## config.mk

```make
export PLATFORM = sky130hd
export DESIGN_NAME = prog_clock_counter
export DESIGN_NICKNAME = d
export VERILOG_FILES = /design/src/rtl/prog_clock_counter.sv
export SDC_FILE = /design/constraint.sdc
export NUM_CORES = 1
export LEC_CHECK = 0
export ABC_CLOCK_PERIOD_IN_PS = 3380
export CORE_MARGIN = 8
export CORE_UTILIZATION = 55
export DETAILED_ROUTE_END_ITERATION = 12
export PLACE_DENSITY = 0.88
export REMOVE_ABC_BUFFERS = 1
export SKIP_CTS_REPAIR_TIMING = 1
export SLEW_MARGIN = 10
export SYNTH_ARGS = -nofsm -noshare
export SYNTH_HDL_FRONTEND = slang
export SYNTH_SLANG_ARGS = --single-unit
```

## constraint.sdc

```tcl
create_clock -name clk -period 3.38 [get_ports clk]
set_input_delay 0.338 -clock clk [delete_from_list [all_inputs] [get_ports clk]]
set_output_delay 0.338 -clock clk [all_outputs]
set_load 0.03 [all_outputs]
```

## src/rtl/prog_clock_counter.sv

```systemverilog
// prog_clock_counter
//   Programmable tick counter used as a general timebase / event counter.
//   An enable-gated prescaler produces one tick every (prescale+1) enabled
//   cycles. Each tick steps the count up or down in one of three modes:
//   free-run (wraps at 0 / 2^WIDTH-1), modulo (wraps between 0 and limit)
//   or one-shot (stops at its terminal value and raises done).
//
// Ports
//   clk        in   rising-edge clock
//   rst        in   synchronous, active-high reset (overrides everything)
//   en         in   count enable; gates the prescaler
//   dir        in   0 = count up, 1 = count down
//   mode       in   00 free-run, 01 modulo, 10 one-shot, 11 behaves as 00
//   limit      in   modulo / one-shot terminal value
//   prescale   in   divide ratio minus one
//   load       in   synchronous load of load_val (beats a tick on the same edge)
//   load_val   in   value loaded into count
//   clear_ovf  in   clears the sticky overflow flag
//   count      out  current count (registered)
//   tc         out  one-cycle terminal-count pulse (registered)
//   ovf        out  sticky wrap flag (free-run / modulo only)
//   done       out  one-shot finished; count frozen until load or rst
//   running    out  en & ~done (combinational)
//
// Interface semantics: there is no handshake. All inputs are sampled on the
// rising edge; priority on each edge is rst > load > tick.

module prog_clock_counter #(
  parameter int WIDTH      = 16,
  parameter int PRESCALE_W = 8
) (
  input  logic                  clk,
  input  logic                  rst,
  input  logic                  en,
  input  logic                  dir,
  input  logic [1:0]            mode,
  input  logic [WIDTH-1:0]      limit,
  input  logic [PRESCALE_W-1:0] prescale,
  input  logic                  load,
  input  logic [WIDTH-1:0]      load_val,
  input  logic                  clear_ovf,
  output logic [WIDTH-1:0]      count,
  output logic                  tc,
  output logic                  ovf,
  output logic                  done,
  output logic                  running
);

  localparam logic [1:0]       MODE_FREE    = 2'b00;
  localparam logic [1:0]       MODE_MODULO  = 2'b01;
  localparam logic [1:0]       MODE_ONESHOT = 2'b10;
  localparam logic [WIDTH-1:0] CNT_ONE      = WIDTH'(1);
  localparam logic [WIDTH-1:0] CNT_MAX      = '1;

  logic [PRESCALE_W-1:0] pre_q,   pre_d;
  logic [WIDTH-1:0]      count_q, count_d;
  logic                  tc_q,    tc_d;
  logic                  ovf_q,   ovf_d;
  logic                  done_q,  done_d;

  logic                  tick;
  logic [1:0]            mode_eff;
  logic [WIDTH-1:0]      cnt_inc;
  logic [WIDTH-1:0]      cnt_dec;
  logic [WIDTH-1:0]      cnt_step;
  logic [WIDTH-1:0]      terminal;

  // Register process: everything that holds state lives here.
  always_ff @(posedge clk) begin
    if (rst) begin
      pre_q   <= '0;
      count_q <= '0;
      tc_q    <= 1'b0;
      ovf_q   <= 1'b0;
      done_q  <= 1'b0;
    end else begin
      pre_q   <= pre_d;
      count_q <= count_d;
      tc_q    <= tc_d;
      ovf_q   <= ovf_d;
      done_q  <= done_d;
    end
  end

  // Prescaler. The >= compare (rather than ==) means a prescale value that
  // drops below the current prescaler position still produces a tick on the
  // next enabled cycle instead of running all the way round.
  always_comb begin
    tick  = 1'b0;
    pre_d = pre_q;
    if (en) begin
      if (pre_q >= prescale) begin
        tick  = 1'b1;
        pre_d = '0;
      end else begin
        pre_d = pre_q + 1'b1;
      end
    end
    if (load) begin
      pre_d = '0;
    end
  end

  // Count, terminal-count, done and overflow next-state.
  always_comb begin
    mode_eff = (mode == 2'b11) ? MODE_FREE : mode;
    cnt_inc  = count_q + CNT_ONE;
    cnt_dec  = count_q - CNT_ONE;
    cnt_step = dir ? cnt_dec : cnt_inc;
    terminal = dir ? '0 : limit;

    count_d  = count_q;
    tc_d     = 1'b0;
    done_d   = done_q;
    ovf_d    = ovf_q & ~clear_ovf;

    if (load) begin
      count_d = load_val;
      done_d  = 1'b0;
    end else if (tick) begin
      case (mode_eff)
        MODE_MODULO: begin
          if (!dir) begin
            // A load above limit wraps to 0 on the next up tick.
            if (count_q >= limit) begin
              count_d = '0;
              tc_d    = 1'b1;
            end else begin
              count_d = cnt_inc;
            end
          end else begin
            if (count_q == '0) begin
              count_d = limit;
              tc_d    = 1'b1;
            end else begin
              count_d = cnt_dec;
            end
          end
        end
        MODE_ONESHOT: begin
          // Once done, ticks are ignored until a load or reset.
          if (!done_q) begin
            if (count_q == terminal) begin
              tc_d   = 1'b1;
              done_d = 1'b1;
            end else begin
              count_d = cnt_step;
              if (cnt_step == terminal) begin
                tc_d   = 1'b1;
                done_d = 1'b1;
              end
            end
          end
        end
        default: begin
          count_d = cnt_step;
          tc_d    = dir ? (count_q == '0) : (count_q == CNT_MAX);
        end
      endcase

      // Setting beats clearing when both land on the same edge.
      if (tc_d && (mode_eff != MODE_ONESHOT)) begin
        ovf_d = 1'b1;
      end
    end
  end

  assign count   = count_q;
  assign tc      = tc_q;
  assign ovf     = ovf_q;
  assign done    = done_q;
  assign running = en & ~done_q;

endmodule

```

==> results.cfg, run 1 <==
[status]
status = completed

[critical_path]
cp-end-kind = flip-flop
crit_type = flip-flop to flip-flop
worstPathMaxFanout = 9
worst_ep_required_time_ps = 3620
worst_setup_path_start_kind = flip-flop
path_cells = ha_1 -> nand3_1 -> or4_1 -> xor2_1 -> o221ai_1 -> a2111oi_0 -> buf_4 -> nand4_1 -> nand2_1
crit_path_top_delay_cell = or4_1
rrSetupSlack_ps = 290
critPathArrivalTime_ps = 3330
max_stage_delay_ps = 670

[sta]
tightest_slew_ps = 1060
finalSetupTns_ps = 0
rsz0062_at_grt = no
period_minus_slack_ps = 3090
finalHoldViolations = 0
fin_crit_sh_pct = 91.5
setup_violations = 0
fmax_mhz = 323
hold-worst-slack_ps = 535
maxSlewViolCount = 0
maxSlewHeadroom_pct = 28.7
fin_skew_ps = 11.5

[synthesis]
synth_cell_types = 66
ys_ff_latch = 27
synth_area_leaders = dfxtp_1 (14%), ha_1 (9.6%), xnor2_1 (8.5%), a21oi_1 (4.5%), nand2_1 (4.0%)
synth_area_um2 = 3890
syn_inst = 539
synth_async_sr_flop_share_pct = 0
synth_largest_area_cell = dfxtp_1
yosys.area.top_type_share_pct = 13.9
synth_enable_flop_cells = 0
synth_warnings = 0
synth_area_per_cell_um2 = 7.23
synth_seq_area_share_pct = 13.9
synth_ff_type = dfxtp_1

[cells_and_area]
seq_area_um2 = 541
antennaDiodeCount = 0
multi_input_area_um2 = 3030
layout_common_cells = clkdlybuf4s50_1 (67), nor2_1 (41), nand2_1 (41), xnor2_1 (38), a21oi_1 (35)
nNetsFinal = 683
fillers = 592
drive_gt1_share_pct = 7.78
area_growth_pct = 23.7
final_common_cell = clkdlybuf4s50_1

[global_route]
groute.usage.overall_pct = 27.9
antenna_found_initial = 0
overflow = 0
grt_pass1_vias = 4332
grt_pass1_wl_um = 22600
grt_start_max_net_pins = 47

[drt]
drt_iter0_markers = 502
drt-total-wl_um = 14200
drc = 0
antenna_left = 0
routed_via_density = 6.60
route.vias.total = 4623
first_pass_iters = 5
wl_per_cell_um = 20.2

[power_and_ir_drop]
vdd_drop_max_mv = 0.170
powerDensity_nw_per_um2 = 242
leakage_nw = 1.93

[die]
die_h_um = 100
die_w_um = 100
core_um2 = 6830
ios = 68
start_util_pct = 57.0
dieArea_um2 = 10000
rows = 30

[clock_tree]
clk_path_buf_depth = 2
cts_root_buf = clkbuf_8
cts.sinks = 27
insertion_delay_ps = 290
cts.clk_slew.worst_paths_ps = 110
numCtsBuffers = 3
htreeDepth = 1
cts_tree = yes

[flow_run]
drv_cap = 0

[worst_hold_path]
hold_class = flip-flop to flip-flop

[place]
port_buffers = 67
dp_hpwl_um = 11100
place.gp.congestion = 0.998
## power breakdown
part           total [mW]  switching [mW]  internal (mW)  leakage [nW]
Combinational       0.600           0.328          0.272          1.69
Sequential          0.369          0.0380          0.331         0.221
Clock               0.198           0.114         0.0841        0.0217
## metal layers
layer | global-route usage, % | share of wire [%] | vias up
li1 | - | - | 2158
met1 | 35.8 | 41 | 2135
met2 | 44.4 | 45 | 272
met3 | 5.05 | 9.2 | 58
met4 | 11.7 | 4.1 | 0
met5 | 0 | 0 | -
## worst max-delay path: cells and delay by family, from the launching register on
family / cells / cell delay [ps]
XOR/XNOR: 1 / 210
flip-flops: 1 / 540
adder cells (fa/ha/maj): 1 / 330
AO/OA/AOI/OAI: 2 / 630
AND/OR/NAND/NOR: 4 / 1150
buffers and inverters: 1 / 200
## stage by stage
stage	power, mW	utilization, %	area, um2	worst slack, ps	instances
4_1_cts	1.15	70.5	4820	350	700
3_3_place_gp	0.950	69.8	4770	186	696
3_5_place_dp	0.959	69.8	4770	111	696
6_report	1.17	70.5	4820	288	700
2_1_floorplan	0.706	-	3710	322	499
5_1_grt	1.23	70.5	4820	14.7	700
## cells by family after synthesis
| group | after synthesis | synth area share (%) |
|---|---|---|
| AOI/OAI and AO/OA | 167 | 30.5 |
| xor gates and xnor gates | 52 | 11.7 |
| adders and majority gates | 30 | 9.64 |
| buffers and inverters | 76 | 8.22 |
| DFF | 27 | 13.9 |
| muxes | 2 | 0.514 |
| and+or+nand+nor | 185 | 25.5 |
## cell type report
class	count	share of cell area, %
tap	96	2.49
clock inverter	1	0.156
clock buffer	3	0.857
inverter	36	2.81
timing repair buffer	101	19.5
multi-input combinational	436	63.0
sequential	27	11.2
## state kept, by name, indices dropped and copies added, names as in the netlist
| signal | flops |
|---|---|
| count | 16 |
| pre_q | 8 |
| done | 1 |
| ovf | 1 |
| tc | 1 |
## synth_stat cells, types with 8 or more instances
library cell	instances
nor3_1	10
ha_1	30
xor2_1	14
and3_1	12
nor2_1	41
a221o_1	8
clkbuf_1	21
nand4_1	14
nor4_1	8
a21oi_1	35
xnor2_1	38
buf_2	10
nor4bb_1	8
dfxtp_1	27
inv_1	34
o21ai_0	20
a31oi_1	12
nand3_1	14
nand2_1	41
o32ai_1	10
## path summary, 6_finish.rpt
check        cells after the start        to     start
max                              9        tc  count[0]
min                              2  pre_q[7]  pre_q[7]
max reg2reg                      9        tc  count[0]
min reg2reg                      2  pre_q[7]  pre_q[7]
Power figures use the tool's default switching activity.
==> inputs of run 2 (changes only) <==
--- a/config.mk
+++ b/config.mk
@@ -9,9 +9,9 @@
 export CORE_MARGIN = 8
 export CORE_UTILIZATION = 55
 export DETAILED_ROUTE_END_ITERATION = 12
+export HOLD_SLACK_MARGIN = 0.05
 export PLACE_DENSITY = 0.88
 export REMOVE_ABC_BUFFERS = 1
-export SKIP_CTS_REPAIR_TIMING = 1
 export SLEW_MARGIN = 10
 export SYNTH_ARGS = -nofsm -noshare
 export SYNTH_HDL_FRONTEND = slang
==> results of run 2 <==
Final layout, timing and power as in run 1 (identical DEF).
